### src/rtl/mini_mips_pkg.sv
// Shared encodings for the MiniMIPS multi-cycle controller: opcodes, ALUop, mux selects, states.
// The ALUop codes are also consumed by ALU_control.
package mini_mips_pkg;

    localparam int OP_W     = 4;
    localparam int ALU_OP_W = 2;

    localparam logic [OP_W-1:0] OP_R    = 4'b0000;
    localparam logic [OP_W-1:0] OP_ADDI = 4'b0001;
    localparam logic [OP_W-1:0] OP_LW   = 4'b0100;
    localparam logic [OP_W-1:0] OP_SW   = 4'b0101;
    localparam logic [OP_W-1:0] OP_BEQ  = 4'b0110;
    localparam logic [OP_W-1:0] OP_BNE  = 4'b0111;
    localparam logic [OP_W-1:0] OP_J    = 4'b1000;

    localparam logic [ALU_OP_W-1:0] ALU_ADD   = 2'b00;
    localparam logic [ALU_OP_W-1:0] ALU_SUB   = 2'b01;
    localparam logic [ALU_OP_W-1:0] ALU_RTYPE = 2'b10;

    localparam logic [1:0] SRCB_RT   = 2'b00;
    localparam logic [1:0] SRCB_ONE  = 2'b01;
    localparam logic [1:0] SRCB_IMM  = 2'b10;
    localparam logic [1:0] SRCB_BOFF = 2'b11;

    localparam logic [1:0] PC_ALU    = 2'b00;
    localparam logic [1:0] PC_ALUOUT = 2'b01;
    localparam logic [1:0] PC_JUMP   = 2'b10;

    typedef enum logic [3:0] {
        ST_IDLE, ST_FETCH, ST_DECODE, ST_EXEC_R, ST_R_WB, ST_EXEC_I, ST_I_WB,
        ST_MEM_ADDR, ST_MEM_RD, ST_MEM_WB, ST_MEM_WR, ST_BRANCH, ST_JUMP, ST_TRAP
    } state_e;

    typedef struct packed {
        logic [ALU_OP_W-1:0] alu_op;
        logic                alu_src_a;
        logic [1:0]          alu_src_b;
        logic [1:0]          pc_src;
        logic                pc_write;
        logic                mem_req;
        logic                mem_we;
        logic                i_or_d;
        logic                reg_write;
        logic                reg_dst;
        logic                mem_to_reg;
        logic                instr_done;
    } ctrl_t;

    // State-only (Moore) part of the control word; input-dependent strobes are added in the top.
    function automatic ctrl_t moore_ctrl(input state_e s);
        ctrl_t c;
        c = '0;
        case (s)
            ST_FETCH: begin
                c.mem_req   = 1'b1;
                c.alu_src_b = SRCB_ONE;
                c.alu_op    = ALU_ADD;
                c.pc_src    = PC_ALU;
            end
            ST_DECODE:   c.alu_src_b = SRCB_BOFF;
            ST_EXEC_R: begin
                c.alu_src_a = 1'b1;
                c.alu_src_b = SRCB_RT;
                c.alu_op    = ALU_RTYPE;
            end
            ST_R_WB: begin
                c.reg_write  = 1'b1;
                c.reg_dst    = 1'b1;
                c.instr_done = 1'b1;
            end
            ST_EXEC_I, ST_MEM_ADDR: begin
                c.alu_src_a = 1'b1;
                c.alu_src_b = SRCB_IMM;
                c.alu_op    = ALU_ADD;
            end
            ST_I_WB: begin
                c.reg_write  = 1'b1;
                c.instr_done = 1'b1;
            end
            ST_MEM_RD: begin
                c.mem_req = 1'b1;
                c.i_or_d  = 1'b1;
            end
            ST_MEM_WB: begin
                c.reg_write  = 1'b1;
                c.mem_to_reg = 1'b1;
                c.instr_done = 1'b1;
            end
            ST_MEM_WR: begin
                c.mem_req = 1'b1;
                c.mem_we  = 1'b1;
                c.i_or_d  = 1'b1;
            end
            ST_BRANCH: begin
                c.alu_src_a  = 1'b1;
                c.alu_src_b  = SRCB_RT;
                c.alu_op     = ALU_SUB;
                c.pc_src     = PC_ALUOUT;
                c.instr_done = 1'b1;
            end
            ST_JUMP: begin
                c.pc_src     = PC_JUMP;
                c.pc_write   = 1'b1;
                c.instr_done = 1'b1;
            end
            default: c = '0;
        endcase
        return c;
    endfunction

endpackage

### src/rtl/mini_mips_op_decode.sv
// Combinational opcode classifier for the MiniMIPS controller.
module mini_mips_op_decode
    import mini_mips_pkg::*;
#(
    parameter int OPCODE_W = OP_W
) (
    input  logic [OPCODE_W-1:0] opcode_i,
    output logic                is_r_o,
    output logic                is_addi_o,
    output logic                is_lw_o,
    output logic                is_sw_o,
    output logic                is_beq_o,
    output logic                is_bne_o,
    output logic                is_j_o,
    output logic                is_illegal_o
);

    assign is_r_o    = (opcode_i == OPCODE_W'(OP_R));
    assign is_addi_o = (opcode_i == OPCODE_W'(OP_ADDI));
    assign is_lw_o   = (opcode_i == OPCODE_W'(OP_LW));
    assign is_sw_o   = (opcode_i == OPCODE_W'(OP_SW));
    assign is_beq_o  = (opcode_i == OPCODE_W'(OP_BEQ));
    assign is_bne_o  = (opcode_i == OPCODE_W'(OP_BNE));
    assign is_j_o    = (opcode_i == OPCODE_W'(OP_J));

    assign is_illegal_o = ~(is_r_o | is_addi_o | is_lw_o | is_sw_o |
                            is_beq_o | is_bne_o | is_j_o);

endmodule

### src/rtl/mini_mips_multicycle_ctrl.sv
// Multi-cycle main control FSM for MiniMIPS with registered Moore outputs plus Mealy handshake strobes.
// Define MINIMIPS_ILLEGAL_TRAP_EN to trap on illegal opcodes; otherwise they execute as NOPs.
module mini_mips_multicycle_ctrl
    import mini_mips_pkg::*;
#(
    parameter int OPCODE_W = 4,
    parameter int ALUOP_W  = 2
) (
    input  logic                clk,
    input  logic                rst_n,
    input  logic [OPCODE_W-1:0] opcode,
    input  logic                zero,
    input  logic                mem_ready,
    output logic [ALUOP_W-1:0]  ALUop,
    output logic                alu_src_a,
    output logic [1:0]          alu_src_b,
    output logic [1:0]          pc_src,
    output logic                pc_write,
    output logic                ir_write,
    output logic                mem_req,
    output logic                mem_we,
    output logic                i_or_d,
    output logic                reg_write,
    output logic                reg_dst,
    output logic                mem_to_reg,
    output logic                instr_done,
    output logic                illegal_op
);

    state_e state_q, state_d;
    ctrl_t  ctrl_q;
    logic   is_r, is_addi, is_lw, is_sw, is_beq, is_bne, is_j, is_illegal;

    mini_mips_op_decode #(.OPCODE_W(OPCODE_W)) u_op_decode (
        .opcode_i     (opcode),
        .is_r_o       (is_r),
        .is_addi_o    (is_addi),
        .is_lw_o      (is_lw),
        .is_sw_o      (is_sw),
        .is_beq_o     (is_beq),
        .is_bne_o     (is_bne),
        .is_j_o       (is_j),
        .is_illegal_o (is_illegal)
    );

    always_comb begin
        // NOTE: default first so every path assigns state_d and no latch is inferred.
        state_d = state_q;
        case (state_q)
            ST_IDLE:     state_d = ST_FETCH;
            ST_FETCH:    if (mem_ready) state_d = ST_DECODE;
            ST_DECODE: begin
                if (is_r)                 state_d = ST_EXEC_R;
                else if (is_addi)         state_d = ST_EXEC_I;
                else if (is_lw || is_sw)  state_d = ST_MEM_ADDR;
                else if (is_beq || is_bne) state_d = ST_BRANCH;
                else if (is_j)            state_d = ST_JUMP;
`ifdef MINIMIPS_ILLEGAL_TRAP_EN
                else                      state_d = ST_TRAP;
`else
                else                      state_d = ST_FETCH;
`endif
            end
            ST_EXEC_R:   state_d = ST_R_WB;
            ST_EXEC_I:   state_d = ST_I_WB;
            ST_MEM_ADDR: state_d = is_lw ? ST_MEM_RD : ST_MEM_WR;
            ST_MEM_RD:   if (mem_ready) state_d = ST_MEM_WB;
            ST_MEM_WR:   if (mem_ready) state_d = ST_FETCH;
            ST_R_WB, ST_I_WB, ST_MEM_WB, ST_BRANCH, ST_JUMP:
                         state_d = ST_FETCH;
            ST_TRAP:     state_d = ST_TRAP;
            default:     state_d = ST_IDLE;
        endcase
    end

    // Moore outputs are registered from the next state so they line up with state_q.
    always_ff @(posedge clk or negedge rst_n) begin
        if (!rst_n) begin
            state_q <= ST_IDLE;
            ctrl_q  <= '0;
        end else begin
            // NOTE: non-blocking so every register samples pre-edge values.
            state_q <= state_d;
            ctrl_q  <= moore_ctrl(state_d);
        end
    end

    logic fetch_hs, branch_take, wr_done, nop_done;

    assign fetch_hs    = (state_q == ST_FETCH) && mem_ready;
    assign branch_take = (state_q == ST_BRANCH) && ((is_beq && zero) || (is_bne && !zero));
    assign wr_done     = (state_q == ST_MEM_WR) && mem_ready;

`ifdef MINIMIPS_ILLEGAL_TRAP_EN
    logic illegal_q;

    always_ff @(posedge clk or negedge rst_n) begin
        if (!rst_n) illegal_q <= 1'b0;
        else        illegal_q <= illegal_q | ((state_q == ST_DECODE) && is_illegal);
    end

    assign illegal_op = illegal_q;
    assign nop_done   = 1'b0;
`else
    assign illegal_op = 1'b0;
    assign nop_done   = (state_q == ST_DECODE) && is_illegal;
`endif

    assign ALUop      = ALUOP_W'(ctrl_q.alu_op);
    assign alu_src_a  = ctrl_q.alu_src_a;
    assign alu_src_b  = ctrl_q.alu_src_b;
    assign pc_src     = ctrl_q.pc_src;
    assign pc_write   = ctrl_q.pc_write | fetch_hs | branch_take;
    assign ir_write   = fetch_hs;
    assign mem_req    = ctrl_q.mem_req;
    assign mem_we     = ctrl_q.mem_we;
    assign i_or_d     = ctrl_q.i_or_d;
    assign reg_write  = ctrl_q.reg_write;
    assign reg_dst    = ctrl_q.reg_dst;
    assign mem_to_reg = ctrl_q.mem_to_reg;
    assign instr_done = ctrl_q.instr_done | wr_done | nop_done;

endmodule

### config.mk
export PLATFORM = sky130hd
export DESIGN_NAME = mini_mips_multicycle_ctrl
export DESIGN_NICKNAME = d
export VERILOG_FILES = /design/src/rtl/mini_mips_pkg.sv /design/src/rtl/mini_mips_op_decode.sv /design/src/rtl/mini_mips_multicycle_ctrl.sv
export SDC_FILE = /design/constraint.sdc
export NUM_CORES = 1
export LEC_CHECK = 0
export CORE_ASPECT_RATIO = 0.5
export CORE_MARGIN = 3
export CORE_UTILIZATION = 25
export CTS_CLUSTER_SIZE = 14
export DETAILED_ROUTE_END_ITERATION = 8
export SETUP_SLACK_MARGIN = 0.05
export SYNTH_ARGS = -nofsm -noshare
export SYNTH_HDL_FRONTEND = slang
export SYNTH_SLANG_ARGS = --single-unit
### constraint.sdc
create_clock -name clk -period 2.9 [get_ports clk]
set_clock_uncertainty 0.05 [all_clocks]
set_input_delay 0.58 -clock clk [delete_from_list [all_inputs] [get_ports clk]]
set_output_delay 0.58 -clock clk [all_outputs]
set_load 0.02 [all_outputs]
After elaboration in Yosys (flattened, before gate mapping)
Index checks and enable logic that the tools add are counted.

word-level totals
  register bits after elaboration = 19
  word-level logic and storage cells = 96
  input bits = 8
  output and inout port bits = 17

cells by class
  eq/ne operators = 31
  bitwise operators = 11
  reduce and logical (&&, ||, !) cells = 19
  multiplexer cells = 22

operator list
  cell                                                  count
  equality test 4 x 3 -> 1 bit (second input constant)  12
  equality test 4 bit (second input constant)           12
  case mux 4 bit (9 select lines)                       1
  2-to-1 mux 4 bit                                      8
  equality test 4 x 2 -> 1 bit (second input constant)  4
  equality test 4 x 1 -> 1 bit (second input constant)  3
  OR 1 bit                                              10
  2-to-1 mux 1 bit                                      9
  logical NOT 4 bit                                     2
  case mux 2 bit (2 select lines)                       2
  logical AND 1 bit                                     6
  case mux 2 bit (3 select lines)                       1
  OR reduction 3 bit                                    2
  OR reduction 6 bit                                    1
  OR reduction 5 bit                                    1
  OR reduction 2 bit                                    2
  OR reduction 4 bit                                    1
  logical OR 1 bit                                      3
  2-to-1 mux 2 bit                                      1
  logical NOT 1 bit                                     1
  inverter 1 bit                                        1

Longest topological paths before layout
  depth after elaboration = 10
  gate-level depth with buffers = 7
  mapped depth without buffers = 6

Hierarchy
Synthesis repeated with hierarchy kept, for this count alone.

unflattened totals
  cells, all modules = 110
  area, all modules = 1076.0 µm²

modules (own cells, without submodules)
  module                     area an instance (µm²)  times used  cells each
  mini_mips_multicycle_ctrl  998.5                   1           97
  mini_mips_op_decode        77.6                    1           13

Worst setup path before layout
OpenSTA, ideal clock, no wires.

  path kind = input to output
  from = input port mem_ready
  to = output port pc_write
  arrival = 1.340 ns
  path buffers = 0
  cell stages on the path = 4
  setup slack = 0.930 ns
  required time = 2.270 ns
  path through = nor2b_1 > nand3_1 > inv_1 > a311o_1

on the way
  longest elaborated chain between the ends = 3

ends and longest elaborated chain
  item                    line                              text
  start: declaration      mini_mips_multicycle_ctrl.sv:13   input logic mem_ready,
  logical AND 1 bit       mini_mips_multicycle_ctrl.sv:90   assign fetch_hs = (state_q == ST_FETCH) && mem_ready;
  via ir_write            mini_mips_multicycle_ctrl.sv:19   output logic ir_write,
  OR 1 bit (2 in series)  mini_mips_multicycle_ctrl.sv:113  assign pc_write = ctrl_q.pc_write | fetch_hs | branch_take;
  end: declaration        mini_mips_multicycle_ctrl.sv:18   output logic pc_write,

The timed path passes the listed nets, and every way through them passes these cells.

Final worst setup path
  from = input port opcode[0]
  to = output port instr_done

on the way
  longest elaborated chain between the ends = 10
  elaborated cells between the ends (all ways) = 16

ends and longest elaborated chain
  item                                                                      line                                                  text
  start: declaration                                                        mini_mips_multicycle_ctrl.sv:11                       input logic [OPCODE_W-1:0] opcode,
  equality test 4 x 1 -> 1 bit / logical NOT 4 bit (equally long branches)  mini_mips_op_decode.sv:19, mini_mips_op_decode.sv:18
  OR 1 bit (4 in series)                                                    mini_mips_op_decode.sv:26                             assign is_illegal_o = ~(is_r_o | is_addi_o | is_lw_o | is_sw_o |
  OR 1 bit                                                                  mini_mips_op_decode.sv:27                             is_beq_o | is_bne_o | is_j_o);
  OR 1 bit (*)                                                              mini_mips_op_decode.sv:27
  inverter 1 bit (*)                                                        mini_mips_op_decode.sv:26
  logical AND 1 bit (*)                                                     mini_mips_multicycle_ctrl.sv:106                      assign nop_done = (state_q == ST_DECODE) && is_illegal;
  OR 1 bit (*)                                                              mini_mips_multicycle_ctrl.sv:121                      assign instr_done = ctrl_q.instr_done | wr_done | nop_done;
  end: declaration                                                          mini_mips_multicycle_ctrl.sv:26                       output logic instr_done,

Mark *: on every way between the ends. The rest lies on a longest branch, timed or not.

==> summary.md <==
| Metric | Value |
|---|---|
| Status | finished, final reports clean |
| Overflow after GRT | 0 |
| H-tree levels | 1 |
| Clock sink total | 18 |
| Final setup fails | 0 |
| Routed WL | 1930 um |
| DP Area | 1220 sq um |
| Die Area | 4560 sq um |
| CP delay by family, top | buffers and inverters |
| Max_cap viols | 0 |
| Met3 Use GR | 0.0416 |
| IO Pins | 25 |
| EDFF count, synth | 0 |
| Final HPWL DP | 1520 um |
| HP Class | register to register |
| Register area share after synthesis | 0.481 |
| FILL cells | 354 |
| P&R area growth vs syn | 36.5% |
| PwrDens | 972 nW/um^2 |
| Netlist cell types | 35 |
| Synthesized instance count | 94 |
| Most frequent cells in the layout | clkdlybuf4s50_1, dfrtp_1, nand2_1, buf_4, nor3_1 |
| Critical path arrival | 2.01 ns |
| ANT cells | 0 |
| Critical Path, Cell by Cell | clkdlybuf4s50_1 -> o21ai_0 -> o21ai_0 -> a221o_1 -> dlygate4sd2_1 |
| Worst EP required | 2.27 ns |
| Cell with the largest stage delay on the worst path | clkdlybuf4s50_1 |
| Vias per inst | 4.20 |
| Setup TNS | 0 ns |
| Post-DRT Antenna Nets | 0 |
| Top FF cell, synth | dfrtp_1 |
| DRT Pass-1 Iters | 4 |
| Hold Path Stages | 2 |
| Final Hold Violating Endpoints | 0 |
| Design Power | 1.24 mW |
| Post-synthesis register bit count | 18 |
| Total core area | 3510 sq um |
| R2r worst-path depth | 5 |
| Tcrit/Tclk final | 0.909 |
| Clock Latency Late Sink | 0.25 ns |
| Peak VDD IR | 0.000217 V |
| Met2 Usage GRT | 0.128 |
| Initial antenna violation count | 0 |
| Layout cells sized above 1 | 0.178 |
| Leak Pwr | 0.579 nW |
| Wirelength per Cell | 11.4 um |
| Crit start category | input pin |
| Die Ht | 49.3 um |
| First-pass GRT wire length | 3300 um |
| Syn Nets | 102 |
| Initial core utilization | 0.267 |
| Starting DRT DRC Count | 59 |
| Worst setup EP type | output port |
| Critical path's largest stage delay | 0.45 ns |
| Total CTS buffers | 3 |
| Clock root buffer | clkbuf_8 |
| Crit Path Class | input pin to output port |
| Most common library cell in the layout ignoring fill and taps | clkdlybuf4s50_1 |
| Final Slew Violations | 0 |
| Syn Area/Cell | 9.96 sq um |
| Postcts setup bufs | 0 |
| Slew HR | 0.492 |
| CP Depth | 5 |
| # rows | 15 |
| Largest net degree at the start of global routing | 19 |
| GRT busiest layer | met1 |
| Worst slew pin tran | 0.760 ns |
| Synth Cell Area | 936 sq um |
| CTS tree | done |
| Min Tclk post-route | 2.64 ns |
| Ys Warns | 0 |
| Final nets | 127 |
| RSZ-0062 raised after global routing | no |
| Total number of vias | 710 |
| Maximum clock path buffer count | 2 |
| CP Max Fanout | 3 |
| GP Congestion | 0.842 |
| Fmax | 379 MHz |
| Chip width | 92.5 um |
| Largest Register | state_q |
| Gr usage total | 0.0921 |
| Met1 Use GR | 0.129 |
| Final routed DRC violation total | 0 |
| Max reg flops | 4 |
| Most used cell, CP | o21ai_0 |
| Vias in the first global route | 689 |
| Post-route design area | 1280 sq um |
| Clock Pin Slew Worst Setup and Hold Paths | 0.06 ns |
| Port bufs | 23 |
| Ys async rst share | 1.00 |
| Critical path buffer and inverter count | 2 |
## per-layer routing
| metal | vias up | share of wire |
|---|---|---|
| met1 | 320 | 0.51 |
| met5 | - | 0 |
| met4 | 0 | 0.0073 |
| met2 | 15 | 0.42 |
| li1 | 373 | - |
| met3 | 2 | 0.060 |
## worst min-delay path, stage by stage (launching register included)
cell and delay (ns):
dfrtp_1 0.35, buf_4 0.17, nor3b_1 0.08
## repair_timing
item                                    4_1_cts  5_1_grt
resized for setup                             2        1
endpoints found under the setup margin        2        1
hold buffers                                  0        0
## synth_stat cells, types with 2 or more instances
| library cell | number | area (sq um) |
|---|---|---|
| a21oi_1 | 2 | 10.0 |
| and3b_1 | 2 | 17.5 |
| buf_2 | 3 | 15.0 |
| buf_4 | 7 | 52.6 |
| clkbuf_1 | 2 | 7.51 |
| dfrtp_1 | 18 | 450 |
| inv_1 | 3 | 11.3 |
| inv_2 | 2 | 7.51 |
| nand2_1 | 9 | 33.8 |
| nand2b_1 | 3 | 18.8 |
| nand3_1 | 3 | 15.0 |
| nor2_1 | 4 | 15.0 |
| nor3_1 | 6 | 30.0 |
| nor4b_1 | 3 | 26.3 |
| o21ai_0 | 2 | 10.0 |
| o21ai_1 | 3 | 15.0 |
| o311a_1 | 2 | 20.0 |
| or3_4 | 2 | 22.5 |
| xor2_1 | 2 | 17.5 |
## area by class of cell
| type | instances | area, sq um | share of cell area |
|---|---|---|---|
| inverter | 5 | 18.8 | 0.0147 |
| sequential | 18 | 450 | 0.353 |
| multi-input combinational | 59 | 392 | 0.307 |
| tap | 51 | 63.8 | 0.0500 |
| timing repair buffer | 32 | 298 | 0.233 |
| clock buffer | 4 | 55.1 | 0.0431 |
## power breakdown
group	switching (mW)	internal, mW	total, mW	leakage [nW]
registers	0.0684	0.327	0.395	0.239
logic	0.349	0.301	0.650	0.311
clock network	0.0755	0.120	0.196	0.0288
## cell families (layout without fill, tap and decap cells)
| group | Yosys count | count (layout) | synth area share |
|---|---|---|---|
| AO/OA/AOI/OAI | 17 | 17 | 0.138 |
| flip-flops | 18 | 18 | 0.481 |
| XOR/XNOR | 2 | 2 | 0.0187 |
| AND/OR/NAND/NOR | 38 | 38 | 0.246 |
| other | 1 | 1 | 0.00401 |
| multiplexers | 1 | 1 | 0.0120 |
| buffers and inverters | 17 | 41 | 0.100 |
## final timing paths
check,to,slack (ns),start
worst max-delay path,instr_done,0.26,opcode[0]
worst min-delay path,mem_to_reg$_DFF_PN0_,0.61,state_q[0]$_DFF_PN0_
worst max register to register,ctrl_q[0]$_DFF_PN0_,0.78,state_q[1]$_DFF_PN0_
worst min register to register,mem_to_reg$_DFF_PN0_,0.61,state_q[0]$_DFF_PN0_
max in group asynchronous,reg_write$_DFF_PN0_,1.60,rst_n
min in group asynchronous,alu_src_a$_DFF_PN0_,0.73,rst_n
## through the flow
| stage | util | setup slack, ns | hold slack, ns | instances |
|---|---|---|---|---|
| 3_5_place_dp | 0.348 | 0.0212 | 0.585 | 165 |
| 5_1_grt | 0.364 | 0.169 | 0.654 | 169 |
| 6_report | 0.364 | 0.263 | 0.609 | 169 |
| 2_1_floorplan | - | 0.930 | 0.234 | 94 |
| 4_1_cts | 0.363 | 0.0975 | 0.605 | 169 |
| 3_3_place_gp | 0.348 | 0.0239 | 0.595 | 165 |
Note: power is estimated with default switching activity, not from simulation.
